## src/rtl/ncl_pkg.sv

```systemverilog
// Shared dual-rail (NULL convention) types and rail classification helpers.
// Latency: none, pure functions and constants.
// Backpressure: not applicable.
package ncl_pkg;

    typedef logic [1:0] dr_bit_t;

    localparam int RAIL0 = 0;
    localparam int RAIL1 = 1;

    typedef enum logic [1:0] {
        ST_IDLE = 2'd0,
        ST_HOLD = 2'd1,
        ST_ERR  = 2'd2
    } steer_st_t;

    function automatic logic dr_is_data(dr_bit_t b);
        return b[RAIL0] ^ b[RAIL1];
    endfunction

    function automatic logic dr_is_null(dr_bit_t b);
        return b == 2'b00;
    endfunction

    function automatic logic dr_is_illegal(dr_bit_t b);
        return b[RAIL0] & b[RAIL1];
    endfunction

    // Exactly one bit set; callers zero-extend narrower codes.
    function automatic logic onehot_ok(logic [31:0] v);
        return (v != 32'd0) && ((v & (v - 32'd1)) == 32'd0);
    endfunction

endpackage

```

## src/rtl/steer_dr_n_if.sv

```systemverilog
// Channel bundle of the dual-rail steer: input word/steer, N outputs, completions.
// Latency: wiring only.
// Backpressure: four-phase completion signals travel against the data direction.
interface steer_dr_n_if #(
    parameter int W = 4,
    parameter int N = 3
);
    logic [2*W-1:0]   a_i;
    logic [N-1:0]     steer_i;
    logic             a_comp_o;
    logic             steer_comp_o;
    logic [N*2*W-1:0] dout_o;
    logic [N-1:0]     dout_comp_i;
    logic [N-1:0]     steer_o;
    logic             steer_comp_i;

    modport master (
        output a_i, steer_i, dout_comp_i, steer_comp_i,
        input  a_comp_o, steer_comp_o, dout_o, steer_o
    );

    modport slave (
        input  a_i, steer_i, dout_comp_i, steer_comp_i,
        output a_comp_o, steer_comp_o, dout_o, steer_o
    );
endinterface

```

## src/rtl/ncl_dr_completion.sv

```systemverilog
// Completion detector for a W-bit dual-rail word: all DATA, all NULL, any illegal.
// Latency: combinational.
// Backpressure: none.
module ncl_dr_completion
    import ncl_pkg::*;
#(
    parameter int W = 4
) (
    input  logic [2*W-1:0] a,
    output logic           all_data,
    output logic           all_null,
    output logic           any_illegal
);

    always_comb begin
        all_data    = 1'b1;
        all_null    = 1'b1;
        any_illegal = 1'b0;
        for (int b = 0; b < W; b++) begin
            if (!dr_is_data(a[2*b +: 2]))   all_data    = 1'b0;
            if (!dr_is_null(a[2*b +: 2]))   all_null    = 1'b0;
            if (dr_is_illegal(a[2*b +: 2])) any_illegal = 1'b1;
        end
    end

endmodule

```

## src/rtl/steer_dr_n.sv

```systemverilog
// Routes one dual-rail word to one of N channels chosen by a 1-of-N steer code.
// Latency: 1 clk DATA-in to DATA-out, 1 clk NULL-in to NULL-out.
// Backpressure: holds off while the target channel or steer consumer still holds DATA.
module steer_dr_n
    import ncl_pkg::*;
#(
    parameter int W         = 4,
    parameter int N         = 3,
    parameter int CNT_W     = 8,
    parameter int STEER_FWD = 1
) (
    input  logic               clk,
    input  logic               init_n,
    steer_dr_n_if.slave        ch,
    output logic               err_o,
    output logic [N*CNT_W-1:0] cnt_o,
    input  logic               cnt_clr_i
);

    logic all_data, all_null, any_illegal;

    ncl_dr_completion #(.W(W)) u_comp (
        .a           (ch.a_i),
        .all_data    (all_data),
        .all_null    (all_null),
        .any_illegal (any_illegal)
    );

    steer_st_t                   state;
    logic [N-1:0]                sel_r;
    logic [N-1:0][2*W-1:0]       dout_r;
    logic [N-1:0]                steer_r;
    logic                        comp_r;
    logic                        err_r;
    logic [N-1:0][CNT_W-1:0]     cnt_r;

    logic steer_1hot, steer_multi;
    logic in_data, in_null, in_ill;
    logic fwd_take, fwd_rel;
    logic take, rel;

    assign steer_1hot  = onehot_ok(32'(ch.steer_i));
    assign steer_multi = (ch.steer_i != '0) && !steer_1hot;
    assign in_data     = all_data && steer_1hot;
    assign in_null     = all_null && (ch.steer_i == '0);
    assign in_ill      = any_illegal || steer_multi;

    // With forwarding disabled the steer consumer is treated as always ready.
    assign fwd_take = (STEER_FWD == 0) || !ch.steer_comp_i;
    assign fwd_rel  = (STEER_FWD == 0) ||  ch.steer_comp_i;

    assign take = (state == ST_IDLE) && in_data && !in_ill
                  && ((ch.dout_comp_i & ch.steer_i) == '0) && fwd_take;
    assign rel  = (state == ST_HOLD) && in_null && !in_ill
                  && ((ch.dout_comp_i & sel_r) != '0) && fwd_rel;

    always_ff @(posedge clk or negedge init_n) begin
        if (!init_n) begin
            state   <= ST_IDLE;
            sel_r   <= '0;
            dout_r  <= '0;
            steer_r <= '0;
            comp_r  <= 1'b0;
            err_r   <= 1'b0;
            cnt_r   <= '0;
        end else begin
            if (in_ill && state != ST_ERR) begin
                state   <= ST_ERR;
                sel_r   <= '0;
                dout_r  <= '0;
                steer_r <= '0;
                comp_r  <= 1'b0;
                err_r   <= 1'b1;
            end else begin
                case (state)
                    ST_IDLE: if (take) begin
                        state   <= ST_HOLD;
                        sel_r   <= ch.steer_i;
                        for (int k = 0; k < N; k++)
                            dout_r[k] <= ch.steer_i[k] ? ch.a_i : '0;
                        steer_r <= (STEER_FWD != 0) ? ch.steer_i : '0;
                        comp_r  <= 1'b1;
                    end
                    ST_HOLD: if (rel) begin
                        state   <= ST_IDLE;
                        sel_r   <= '0;
                        dout_r  <= '0;
                        steer_r <= '0;
                        comp_r  <= 1'b0;
                    end
                    ST_ERR:  ;
                    default: state <= ST_ERR;
                endcase
            end

            // Clear beats a same-cycle token so the cycle ends at zero.
            if (cnt_clr_i) begin
                cnt_r <= '0;
            end else if (take) begin
                for (int k = 0; k < N; k++)
                    if (ch.steer_i[k]) cnt_r[k] <= cnt_r[k] + CNT_W'(1);
            end
        end
    end

    assign ch.dout_o       = dout_r;
    assign ch.steer_o      = steer_r;
    assign ch.a_comp_o     = comp_r;
    assign ch.steer_comp_o = comp_r;
    assign err_o           = err_r;
    assign cnt_o           = cnt_r;

endmodule

```

## src/flat_wrapper.sv

```systemverilog
// flat-port wrapper written by rule: the top's interface ports become plain ports
module steer_dr_n_flat import ncl_pkg::*;
#(
    parameter int W         = 4,
    parameter int N         = 3,
    parameter int CNT_W     = 8,
    parameter int STEER_FWD = 1
)
  (clk, init_n, err_o, cnt_o, cnt_clr_i, ch_a_i, ch_steer_i, ch_dout_comp_i, ch_steer_comp_i, ch_a_comp_o, ch_steer_comp_o, ch_dout_o, ch_steer_o);
  steer_dr_n_if #(.W(W), .N(N)) ch_i ();
  input  logic clk;
  input  logic init_n;
  output logic err_o;
  output logic [N*CNT_W-1:0] cnt_o;
  input  logic cnt_clr_i;
  input wire logic [$bits(ch_i.a_i)-1:0] ch_a_i;
  input wire logic [$bits(ch_i.steer_i)-1:0] ch_steer_i;
  input wire logic [$bits(ch_i.dout_comp_i)-1:0] ch_dout_comp_i;
  input wire logic [$bits(ch_i.steer_comp_i)-1:0] ch_steer_comp_i;
  output wire logic [$bits(ch_i.a_comp_o)-1:0] ch_a_comp_o;
  output wire logic [$bits(ch_i.steer_comp_o)-1:0] ch_steer_comp_o;
  output wire logic [$bits(ch_i.dout_o)-1:0] ch_dout_o;
  output wire logic [$bits(ch_i.steer_o)-1:0] ch_steer_o;
  assign ch_i.a_i = ch_a_i;
  assign ch_i.steer_i = ch_steer_i;
  assign ch_i.dout_comp_i = ch_dout_comp_i;
  assign ch_i.steer_comp_i = ch_steer_comp_i;
  assign ch_a_comp_o = ch_i.a_comp_o;
  assign ch_steer_comp_o = ch_i.steer_comp_o;
  assign ch_dout_o = ch_i.dout_o;
  assign ch_steer_o = ch_i.steer_o;
  steer_dr_n #(.W(W), .N(N), .CNT_W(CNT_W), .STEER_FWD(STEER_FWD)) u_core (.clk(clk), .init_n(init_n), .ch(ch_i), .err_o(err_o), .cnt_o(cnt_o), .cnt_clr_i(cnt_clr_i));
endmodule
```

## config.mk

```make
export PLATFORM = sky130hd
export DESIGN_NAME = steer_dr_n_flat
export DESIGN_NICKNAME = d
export VERILOG_FILES = /design/src/rtl/ncl_pkg.sv /design/src/rtl/steer_dr_n_if.sv /design/src/rtl/ncl_dr_completion.sv /design/src/rtl/steer_dr_n.sv /design/src/flat_wrapper.sv
export SDC_FILE = /design/constraint.sdc
export NUM_CORES = 1
export LEC_CHECK = 0
export CAP_MARGIN = 20
export CORE_MARGIN = 3
export CORE_UTILIZATION = 35
export DETAILED_ROUTE_END_ITERATION = 10
export HOLD_SLACK_MARGIN = 0.12
export PLACE_DENSITY = 0.61
export SYNTH_ARGS = -nofsm -noshare
export SYNTH_HDL_FRONTEND = slang
export SYNTH_SLANG_ARGS = --single-unit
```

## constraint.sdc

```tcl
create_clock -name clk -period 4.1 [get_ports clk]
set_input_delay 1.025 -clock clk [delete_from_list [all_inputs] [get_ports clk]]
set_output_delay 1.025 -clock clk [all_outputs]
set_load 0.02 [all_outputs]
```

Word-level counts from Yosys, hierarchy flattened
Cells that the tools add are included.
{"block": "totals", "reg_bits": 55, "inputBits": 18, "output_inout_bits": 54, "elab_cells": 104}
{"block": "classes", "addsub": 4, "eq_ne": 6, "mux": 36, "bitwise": 11, "n_reduce_logical": 37}
{"operator": "$mux W24", "count": 5}
{"operator": "$mux W8", "count": 6}
{"operator": "$pmux W24 S2", "count": 1}
{"operator": "$and A3 B32 Y32", "count": 1}
{"operator": "$logic_not A32 Y1", "count": 1}
{"operator": "$add A8 B1 Y8 const B", "count": 3}
{"operator": "$mux W1", "count": 15}
{"operator": "$logic_and A1 B1 Y1", "count": 13}
{"operator": "$logic_not A2 Y1", "count": 5}
{"operator": "$mux W3", "count": 3}
{"operator": "$reduce_bool A3 Y1", "count": 3}
{"operator": "$reduce_bool A2 Y1", "count": 4}
{"operator": "$and A3 B3 Y3", "count": 2}
{"operator": "$logic_not A3 Y1", "count": 2}
{"operator": "$mux W2", "count": 3}
{"operator": "$ne A3 B2 Y1 const B", "count": 2}
{"operator": "$pmux W2 S3", "count": 1}
{"operator": "$pmux W3 S2", "count": 1}
{"operator": "$reduce_and A2 Y1", "count": 3}
{"operator": "$reduce_and A3 Y1", "count": 2}
{"operator": "$and A1 B1 Y1", "count": 4}
{"operator": "$sub A3 B1 Y4 const B", "count": 1}
{"operator": "$xor A1 B1 Y1", "count": 4}
{"operator": "$logic_not A1 Y1", "count": 3}
{"operator": "other kinds (6)", "count": 6}

Longest topological paths before layout
Gate-level depths: netlist of the first run.
{"block": "logic_depth", "depth_word": 14, "mapped_depth": 9, "mapped_depth_nobuf": 7}

Cells and area by module
From an unflattened synthesis of the first run, not the netlist that was laid out.
{"block": "hier_totals", "cells_unflattened": 340, "area_unflattened_um2": 3070.4}
{"module": "steer_dr_n", "instances": 1, "cells_per_inst": 321, "area_each_um2": 2915.3}
{"module": "ncl_dr_completion", "instances": 1, "cells_per_inst": 19, "area_each_um2": 155.1}

Worst setup path before layout of the first run
No wires, ideal clock.
{"block": "synth_timing", "path_kind": "input to register", "startpoint": "input ch_a_i[6]", "endpoint": "register u_core.dout_r (netlist bit u_core.ch.dout_o[15])", "arrival_ps": 2618, "slack_ps": 1361, "stages": 8, "n_path_buf": 1, "cell_sequence": "inv_1 ha_1 or4b_4 or4_4 nand2_2 a21oi_4 buf_6 a22o_1"}
{"block": "synth_via", "elab_chain_cells": 9}
{"element": "from (decl)", "line_no": "flat_wrapper.sv:16", "text": "input wire logic [$bits(ch_i.a_i)-1:0] ch_a_i;"}
{"element": "$xor A1 B1 Y1, or another cell as far along", "line_no": "ncl_pkg.sv:18", "text": "return b[RAIL0] ^ b[RAIL1];"}
{"element": "$mux W1, on equally long branches", "line_no": "ncl_dr_completion.sv:20, ncl_dr_completion.sv:21, ncl_dr_completion.sv:22"}
{"element": "$logic_and A1 B1 Y1, or another cell as far along", "line_no": "steer_dr_n.sv:44", "text": "assign in_data = all_data && steer_1hot;"}
{"element": "$logic_and A1 B1 Y1, or another cell as far along", "line_no": "steer_dr_n.sv:52", "text": "assign take = (state == ST_IDLE) && in_data && !in_ill"}
{"element": "$logic_and A1 B1 Y1, on equally long branches", "line_no": "steer_dr_n.sv:52, steer_dr_n.sv:54"}
{"element": "$logic_and A1 B1 Y1, on equally long branches (2 in series)", "line_no": "steer_dr_n.sv:53, steer_dr_n.sv:55"}
{"element": "$ne A3 B2 Y1 (no source line)"}
{"element": "$reduce_and A3 Y1 (no source line)"}
{"element": "to (signal, indexed assignment)", "line_no": "steer_dr_n.sv:80", "text": "dout_r[k] <= ch.steer_i[k] ? ch.a_i : '0;"}
{"element": "to (decl)", "line_no": "steer_dr_n.sv:31", "text": "logic [N-1:0][2*W-1:0] dout_r;"}
Parallel ways exist; a longest one is shown, timed or not.
A chain may end at the register's enable or synchronous reset.

Final worst setup path of the first run
{"block": "layout_timing", "startpoint": "input ch_a_i[5]", "endpoint": "register u_core.cnt_r (netlist bit u_core.cnt_o[8])"}
{"block": "layout_via", "elab_chain_cells": 10}
{"element": "$xor A1 B1 Y1 / $and A1 B1 Y1 (equally long branches)", "line_no": "ncl_pkg.sv:18, ncl_pkg.sv:26"}
{"element": "$mux W1, on equally long branches (2 in series)", "line_no": "ncl_dr_completion.sv:20, ncl_dr_completion.sv:22"}
{"element": "$logic_and A1 B1 Y1 / $logic_or A1 B1 Y1 (equally long branches)", "line_no": "steer_dr_n.sv:44, steer_dr_n.sv:46"}
{"element": "$logic_and A1 B1 Y1 / $logic_not A1 Y1 (equally long branches)", "line_no": "steer_dr_n.sv:52"}
{"element": "$logic_and A1 B1 Y1 *", "line_no": "steer_dr_n.sv:52"}
{"element": "$logic_and A1 B1 Y1 * (2 in series)", "line_no": "steer_dr_n.sv:53", "text": "&& ((ch.dout_comp_i & ch.steer_i) == '0) && fwd_take;"}
{"element": "$reduce_bool A2 Y1 (no source line) *"}
{"element": "$reduce_and A2 Y1 (no source line) *"}
{"element": "to (signal, indexed assignment)", "line_no": "steer_dr_n.sv:101", "text": "if (ch.steer_i[k]) cnt_r[k] <= cnt_r[k] + CNT_W'(1);"}
{"element": "to (decl)", "line_no": "steer_dr_n.sv:35", "text": "logic [N-1:0][CNT_W-1:0] cnt_r;"}
Mark *: on every way between the ends. The rest lies on a longest branch, timed or not.

==> flow_metrics.py, run 1 <==
metrics = {
    "run_status": {
        "status": "finished clean",
    },
    "global_route": {
        "grt_antenna_before_repair": 0,
        "grt_pass1_wl_mm": 10.6,
        "grt_max_degree": 42,
        "grt_pass1_vias": 2055,
        "grt_overflow": 0,
        "grt_use_total_pct": 15.3,
    },
    "floorplanning": {
        "dieArea_um2": 8720,
        "pin_count": 72,
        "start_util_pct": 36.4,
        "die_h_um": 93.4,
        "die_w_um": 93.4,
        "rows": 31,
        "core_um2": 7330,
    },
    "finish": {
        "layout-drive-gt1-share_pct": 8.54,
        "nets": 344,
        "final_util_pct": 49.3,
        "area_growth_pct": 35.3,
        "fill_cells": 711,
        "antenna_cells": 0,
    },
    "routing": {
        "avgRoutedWirePerCell_um": 15.2,
        "route.vias.total": 2098,
        "drc": 0,
        "dr.pass1.iters": 4,
        "via_per_inst": 5.06,
        "final_antenna_net_count": 0,
        "drt-initial-drc-count": 103,
        "wl_mm": 6.30,
    },
    "synth": {
        "synthCells": 243,
        "synth_area_leader_cell": "dfrtp_1",
        "ys_ff_latch": 55,
        "synth_top_area_share_pct": 51.5,
        "netlist_area_um2": 2670,
        "yosysWarnings": 0,
        "ys_top_cells_by_area": "dfrtp_1 (52%), a22o_1 (7.9%), xnor2_1 (5.2%), ha_1 (5.2%), nor2_1 (3.4%)",
        "yosysSeqAreaShare_pct": 51.5,
        "synth_commonest_cells": "dfrtp_1 (55), a22o_1 (24), nor2_1 (24), xnor2_1 (16), nand2_1 (13)",
        "synthesis.nets": 272,
        "synth_flop_cell": "dfrtp_1",
        "synth_edf_count": 0,
        "ys_types": 43,
        "synth_most_common_cell": "dfrtp_1",
        "avgSynthCellArea_um2": 11.0,
        "async_flop_share_pct": 100,
    },
    "sta": {
        "whs_ps": 471,
        "worst_pin_slew_ps": 975,
        "period_share_pct": 80.4,
        "hold_viol": 0,
        "rsz0062_at_grt": "false",
        "finalClockSkew_ps": 6.09,
        "slew_viol_final": 0,
        "fmax_mhz": 303,
        "slew_headroom_pct": 34.8,
        "fin_crit_ps": 3300,
        "setup_tns_ps": 0,
        "setup_viol": 0,
    },
    "setup_path": {
        "crit_fanout": 14,
        "endpoint_kind": "register",
        "cp-start-kind": "input pin",
        "critPathRequiredTime_ps": 4260,
        "crit_type": "in2reg",
        "cp.arrival_ps": 3460,
    },
    "place": {
        "dp.final_hpwl_mm": 4.60,
        "gp_congestion": 0.840,
        "port_buffers": 71,
    },
    "clocking": {
        "htreeDepth": 2,
        "cts_tree": "built",
        "clock_latency_ps": 300,
        "cts_hold_buf": 0,
        "cts_resized": 0,
        "clkSinkCount": 55,
        "cts_root_buf": "clkbuf_8",
        "cts_made_buffers": 5,
        "cts_setup_buffers": 0,
        "clockBufferDepth": 2,
        "path_clk_slew_ps": 100,
    },
    "power_and_ir_drop": {
        "ir_drop_v": 0.000117,
        "power.density_nw_per_um2": 270,
        "p_leak_nw": 1.58,
    },
    "run": {
        "maxCapViolCount": 0,
    },
    "hold_path": {
        "hold_class": "reg2reg",
    },
}
## where the power goes
group / leakage (nW) / switching [W] / internal [W]
clock: 0.0612 / 0.000169 / 0.000198
combinational: 0.756 / 0.0000403 / 0.0000257
sequential: 0.764 / 0.000000218 / 0.000542
total: 1.58 / 0.000210 / 0.000766
## stage by stage
| step | area [um^2] | worst slack [ps] | std cells | power [W] |
|---|---|---|---|---|
| 3_5_place_dp | 3500 | 479 | 407 | 0.000621 |
| 3_3_place_gp | 3500 | 594 | 407 | 0.000620 |
| 2_1_floorplan | 2670 | 1360 | 243 | 0.000577 |
| 5_1_grt | 3610 | 589 | 415 | 0.00102 |
| 4_1_cts | 3610 | 795 | 415 | 0.000989 |
| 6_report | 3610 | 804 | 415 | 0.000975 |
## layout by cell type, fill, tap and decap left out, types with 2 or more instances in the layout
master            n
and4b_1           2
a22o_1           24
mux2i_1           2
nor4_2            2
nand2_1          13
and3_1            4
clkbuf_8          6
o31ai_1           2
buf_4             8
nor2_1           24
inv_1            10
ha_1             11
nand2b_1          4
nor2b_1           3
nor3_1           11
mux2_1            3
dfrtp_1          55
a211oi_1          2
nand3_1           2
a21oi_1           4
nand4_1           8
a21o_1            4
clkdlybuf4s50_1  70
xnor2_1          16
nor4_1            5
## critical path, stage by stage
cell	delay, ps
clkdlybuf4s50_1	500
ha_1	250
nor4_2	440
nand2_1	410
nor4b_2	400
buf_4	260
xnor2_1	130
nor2_1	50
## sequential cells by signal (all words and copies together) (netlist names)
| signal | count |
|---|---|
| u_core.ch.dout_o | 24 |
| u_core.ch.a_comp_o | 1 |
| u_core.state | 2 |
| u_core.cnt_o | 24 |
| u_core.err_o | 1 |
| u_core.sel_r | 3 |
## routing by layer
metal	wire, um	GRT usage (%)	part of all wire, %	vias to the layer above
met4	75	4.03	1.2	0
met1	2930	21.1	47	1031
met3	254	3.14	4.0	6
met5	0	0	0	-
li1	-	-	-	1019
met2	3040	24.5	48	42
## area by class of cell
| class | instances | area, um^2 | area share, % |
|---|---|---|---|
| well taps | 99 | 124 | 3.43 |
| flip-flops and latches | 55 | 1380 | 38.1 |
| clock inverters | 2 | 35.0 | 0.970 |
| multi-input cells | 164 | 1190 | 33.0 |
| inverters | 10 | 37.5 | 1.04 |
| repair buffers | 79 | 766 | 21.2 |
| clock buffers | 6 | 82.6 | 2.29 |
## final timing paths
| path | cells after the start | endpoint | slack [ps] | from |
|---|---|---|---|---|
| setup / recovery | 8 | u_core.cnt_o[8]$_DFFE_PN0P_ | 800 | ch_a_i[5] |
| hold / removal | 1 | u_core.err_o$_DFFE_PN0N_ | 470 | u_core.err_o$_DFFE_PN0N_ |
| setup reg to reg | 6 | u_core.cnt_o[8]$_DFFE_PN0P_ | 2120 | u_core.state[1]$_DFFE_PN0P_ |
| hold reg to reg | 1 | u_core.err_o$_DFFE_PN0N_ | 470 | u_core.err_o$_DFFE_PN0N_ |
| max in group asynchronous | 2 | u_core.ch.dout_o[6]$_DFFE_PN0P_ | 2500 | init_n |
| min in group asynchronous | 1 | u_core.cnt_o[23]$_DFFE_PN0P_ | 850 | init_n |
## kinds of logic (layout without fill, tap and decap cells)
logic type               count (synthesis)  after routing  synth area share (%)
adder cells (fa/ha/maj)                 12             12                  5.53
AO/OA/AOI/OAI                           43             43                  13.2
XOR/XNOR                                16             16                  5.25
flip-flops                              55             55                  51.5
buffers and inverters                   24             97                  4.26
AND/OR/NAND/NOR                         88             88                  18.2
multiplexers                             5              5                  2.01
(Power assumes the default switching activity.)
==> run 2, diff against run 1 <==
==> constraint.sdc (replaced) <==
create_clock -name clk -period 3.3 [get_ports clk]
set_input_delay 0.825 -clock clk [delete_from_list [all_inputs] [get_ports clk]]
set_output_delay 0.825 -clock clk [all_outputs]
set_load 0.02 [all_outputs]
==> flow_metrics.py, run 2 (same netlist as run 1, synthesis figures left out) <==
metrics = {
    "sta": {
        "setup_viol": 0,
        "period_share_pct": 88.4,
        "worst_pin_slew_ps": 704,
        "finalClockSkew_ps": 7.58,
        "hold_viol": 0,
        "slew_viol_final": 0,
        "rsz0062_at_grt": "false",
        "fin_crit_ps": 2920,
        "slew_headroom_pct": 53.0,
        "fmax_mhz": 343,
    },
    "floorplanning": {
        "die_h_um": 93.4,
        "dieArea_um2": 8720,
        "pin_count": 72,
        "core_um2": 7330,
        "rows": 31,
        "start_util_pct": 36.4,
        "die_w_um": 93.4,
    },
    "routing": {
        "route.vias.total": 2117,
        "drc": 0,
        "avgRoutedWirePerCell_um": 15.6,
        "wl_mm": 6.56,
        "final_antenna_net_count": 0,
        "via_per_inst": 5.02,
        "drt-initial-drc-count": 100,
        "dr.pass1.iters": 4,
    },
    "place": {
        "dp.final_hpwl_mm": 4.68,
        "port_buffers": 71,
        "dp_cells": 414,
        "gp_congestion": 0.752,
    },
    "power_and_ir_drop": {
        "ir_drop_v": 0.000138,
        "p_leak_nw": 1.62,
        "power.density_nw_per_um2": 321,
    },
    "clocking": {
        "cts_root_buf": "clkbuf_8",
        "path_clk_slew_ps": 100,
        "cts_tree": "built",
        "cts_hold_buf": 0,
        "clkSinkCount": 55,
        "clock_latency_ps": 310,
        "cts_setup_buffers": 0,
        "cts_resized": 0,
        "clockBufferDepth": 2,
        "htreeDepth": 2,
        "cts_made_buffers": 5,
    },
    "global_route": {
        "grt_max_degree": 56,
        "grt_overflow": 0,
        "grt_pass1_wl_mm": 10.9,
        "grt_use_total_pct": 15.9,
        "grt_antenna_before_repair": 0,
        "grt_pass1_vias": 2087,
    },
    "hold_path": {
        "holdCritStartpoint": "u_core.err_o$_DFFE_PN0N_",
        "hold_class": "reg2reg",
    },
    "setup_path": {
        "reg2reg_from": "u_core.state[0]$_DFFE_PN0P_",
        "cp-start-kind": "input pin",
        "crit_fanout": 22,
        "cpPeakStageDelay_ps": 550,
        "startpoint": "ch_a_i[4]",
        "crit_family": "buffers and inverters",
        "critical_path_buf_inv_count": 4,
        "crit_slowest_cell": "clkdlybuf4s50_1",
        "crit_type": "in2reg",
        "worstPathCellList": "clkdlybuf4s50_1 > inv_1 > ha_1 > and4bb_1 > nand4_1 > buf_12 > nor4_2 > buf_4 > a22o_1",
        "endpoint_kind": "register",
        "cp.arrival_ps": 3170,
        "critPathRequiredTime_ps": 3550,
    },
    "finish": {
        "nets": 351,
        "layout-drive-gt1-share_pct": 10.2,
        "area_growth_pct": 37.5,
        "fill_cells": 686,
        "antenna_cells": 0,
        "final_cells": 422,
        "final_util_pct": 50.1,
        "final_common_cell": "clkdlybuf4s50_1",
        "layout_common_cells": "clkdlybuf4s50_1 (70), dfrtp_1 (55), nor2_1 (24), a22o_1 (24), xnor2_1 (16)",
    },
    "run_status": {
        "status": "finished clean",
    },
    "run": {
        "maxCapViolCount": 0,
    },
}
run 2: cell count changes in the layout (fill, tap and decap cells not counted), sizes merged:
cell,previous run,this run
buf,9,16
clkbuf,6,8
bufinv,1,0
clkinv,1,0
run 2: worst paths after layout:
path / to / slack (ps) / depth (start not counted)
max: u_core.ch.dout_o[5]$_DFFE_PN0P_ / 380 / 9
min: u_core.err_o$_DFFE_PN0N_ / 480 / 1
max reg2reg: u_core.ch.dout_o[5]$_DFFE_PN0P_ / 1260 / 6
min reg2reg: u_core.err_o$_DFFE_PN0N_ / 480 / 1
max in group asynchronous: u_core.cnt_o[7]$_DFFE_PN0P_ / 2190 / 2
min in group asynchronous: u_core.cnt_o[23]$_DFFE_PN0P_ / 630 / 2
run 2: layer usage:
metal	vias to the layer above	part of all wire (%)	track usage, %
li1	1034	-	-
met1	1030	49	22.4
met2	47	47	24.9
met3	6	3.4	3.46
met4	0	1.1	4.03
met5	-	0	0
run 2: final cells by class:
class                   instances  area (um^2)  area share, %
repair buffers                 86          843           23.0
multi-input cells             164         1190           32.5
flip-flops and latches         55         1380           37.5
well taps                      99          124           3.37
inverters                      10         37.5           1.02
clock buffers                   8          100           2.72
run 2: through the flow:
| step | setup slack, ps | power [W] | hold slack (ps) | area [um^2] | setup TNS [ps] |
|---|---|---|---|---|---|
| final | 383 | 0.00118 | 484 | 3670 | 0 |
| after global routing | 146 | 0.00123 | 523 | 3670 | 0 |
| after CTS | 342 | 0.00119 | 487 | 3670 | 0 |
| after detailed placement | 22.5 | 0.000776 | 460 | 3570 | 0 |
| after global placement | -11.9 | 0.000775 | 457 | 3570 | -41.9 |
| after floorplan | 761 | 0.000717 | 529 | 2670 | 0 |
run 2: power by group:
| group | switching (W) | total [W] | internal (W) |
|---|---|---|---|
| logic | 0.0000510 | 0.0000873 | 0.0000363 |
| clock network | 0.000224 | 0.000416 | 0.000192 |
| registers | 0.000000254 | 0.000674 | 0.000674 |
| total | 0.000275 | 0.00118 | 0.000902 |
==> edit (flow settings as in run 2) <==
`CNT_W` is set to 8 in 2 places; all go to 6.
--- a/src/rtl/steer_dr_n.sv
+++ b/src/rtl/steer_dr_n.sv
@@ -6,7 +6,7 @@
 #(
     parameter int W         = 4,
     parameter int N         = 3,
-    parameter int CNT_W     = 8,
+    parameter int CNT_W     = 6,
     parameter int STEER_FWD = 1
 ) (
     input  logic               clk,
--- a/src/flat_wrapper.sv
+++ b/src/flat_wrapper.sv
@@ -3,7 +3,7 @@
 #(
     parameter int W         = 4,
     parameter int N         = 3,
-    parameter int CNT_W     = 8,
+    parameter int CNT_W     = 6,
     parameter int STEER_FWD = 1
 )
   (clk, init_n, err_o, cnt_o, cnt_clr_i, ch_a_i, ch_steer_i, ch_dout_comp_i, ch_steer_comp_i, ch_a_comp_o, ch_steer_comp_o, ch_dout_o, ch_steer_o);
Interface: changed (resized cnt_o); port bits go from 72 to 66. No check against the original RTL was run, so the function may have changed too.
==> edit against run 2 <==
Setup slack worse by 0.21 ns; register-to-register slack better by 0.28 ns; synthesized area down 3.1%; critical path depth down 1; cell area down 2.0%; sequential cell count down 6; wire length down 5.1%; utilization up 1.5 points; critical path type unchanged; critical endpoint is now u_core.ch.dout_o[1]$_DFFE_PN0P_; largest cell class unchanged; highest routed layer unchanged.
Power is not compared: it rests on default switching activity, and its combinational part moved more than twofold at a synthesized area within 25%.
==> edit: results (changes against run 2) <==
- CP max stage delay: 0.57 ns (was 0.55 ns)
- Non-clk buf share: 0.243 (was 0.230)
- Run status: completed (unchanged)
- Post-synthesis mux area share: 0.113 (was 0.0201)
- Worst path slowest cell: or4_4 (was clkdlybuf4s50_1)
- Nonclk inv count: 36 (was 10)
- Clock sink count: 49 (was 55)
- Num rows: 30 (was 31)
- Critical Path Fanout Max: 10 (was 22)
- Fin nets: 378 (was 351)
- Fraction of area in multi-input gates: 0.319 (was 0.325)
- Synth area leaders: dfrtp_1 (47%), mux2i_1 (10%), ha_1 (5.3%) (was dfrtp_1 (52%), a22o_1 (7.9%), xnor2_1 (5.2%))
- Reg2Reg Depth: 5 (was 6)
- Final HPWL DP: 4710 um (was 4680 um)
- First-pass GRT wire length: 10800 um (was 10900 um)
- Worst EP arrival: 3.31 ns (was 3.17 ns)
- Critical path destination: u_core.ch.dout_o[1]$_DFFE_PN0P_ (was u_core.ch.dout_o[5]$_DFFE_PN0P_)
- Vias/cell: 4.84 (was 5.02)
- Nonclk buf count: 94 (was 86)
- Post-synthesis sequential area ratio: 0.474 (was 0.515)
- All-layer global routing usage: 0.157 (was 0.159)
- Worst Skew: 0.00805 ns (was 0.00758 ns)
- Clock-cell share of area: 0.0268 (was 0.0272)
- DR iter-0 viols: 106 (was 100)
- Multi-In Gates: 163 (was 164)
- Placed insts: 438 (was 414)
- Flop-to-flop setup slack: 1.54 ns (was 1.26 ns)
- Register Area: 0.00123 mm^2 (was 0.00138 mm^2)
- Share of cells above drive strength 1: 0.126 (was 0.102)
- Commonest cells post-synth: dfrtp_1 (49), inv_1 (36), nand2_1 (30) (was dfrtp_1 (55), a22o_1 (24), nor2_1 (24))
- Hold slack: 0.467 ns (was 0.484 ns)
- Non-filler cells, final: 446 (was 422)
- Syn Area/Cell: 9.84 um^2 (was 11.0 um^2)
- Synth Area in XOR/XNOR: 0.0102 (was 0.0525)
- Number of global-route vias before repair: 2168 (was 2087)
-- edit: cell types whose count changed in the layout (fill, tap and decap cells not counted), moves of 5 or more --
cell / change
a21oi_1: +8
a22o_1: -24
buf_4: +15
clkdlybuf4s50_1: -6
dfrtp_1: -6
inv_1: +26
mux2i_1: +25
nand2_1: +17
nand3_1: +5
nor2_1: -16
nor3_1: -8
o21ai_0: +11
or3_1: +9
xnor2_1: -15
-- edit: metal layers --
layer  vias to the layer above  track usage  wire, um
li1                       1067            -         -
met1                      1030        0.216      3050
met2                        55        0.254      2840
met3                         6       0.0369       288
met4                         0       0.0334        51
met5                         -            0         0
-- edit: cells by family after synthesis --
group | count (synthesis)
xor gates and xnor gates | 3
AOI/OAI and AO/OA | 36
buffers and inverters | 51
adders and majority gates | 11
DFF | 49
and+or+nand+nor | 84
muxes | 29
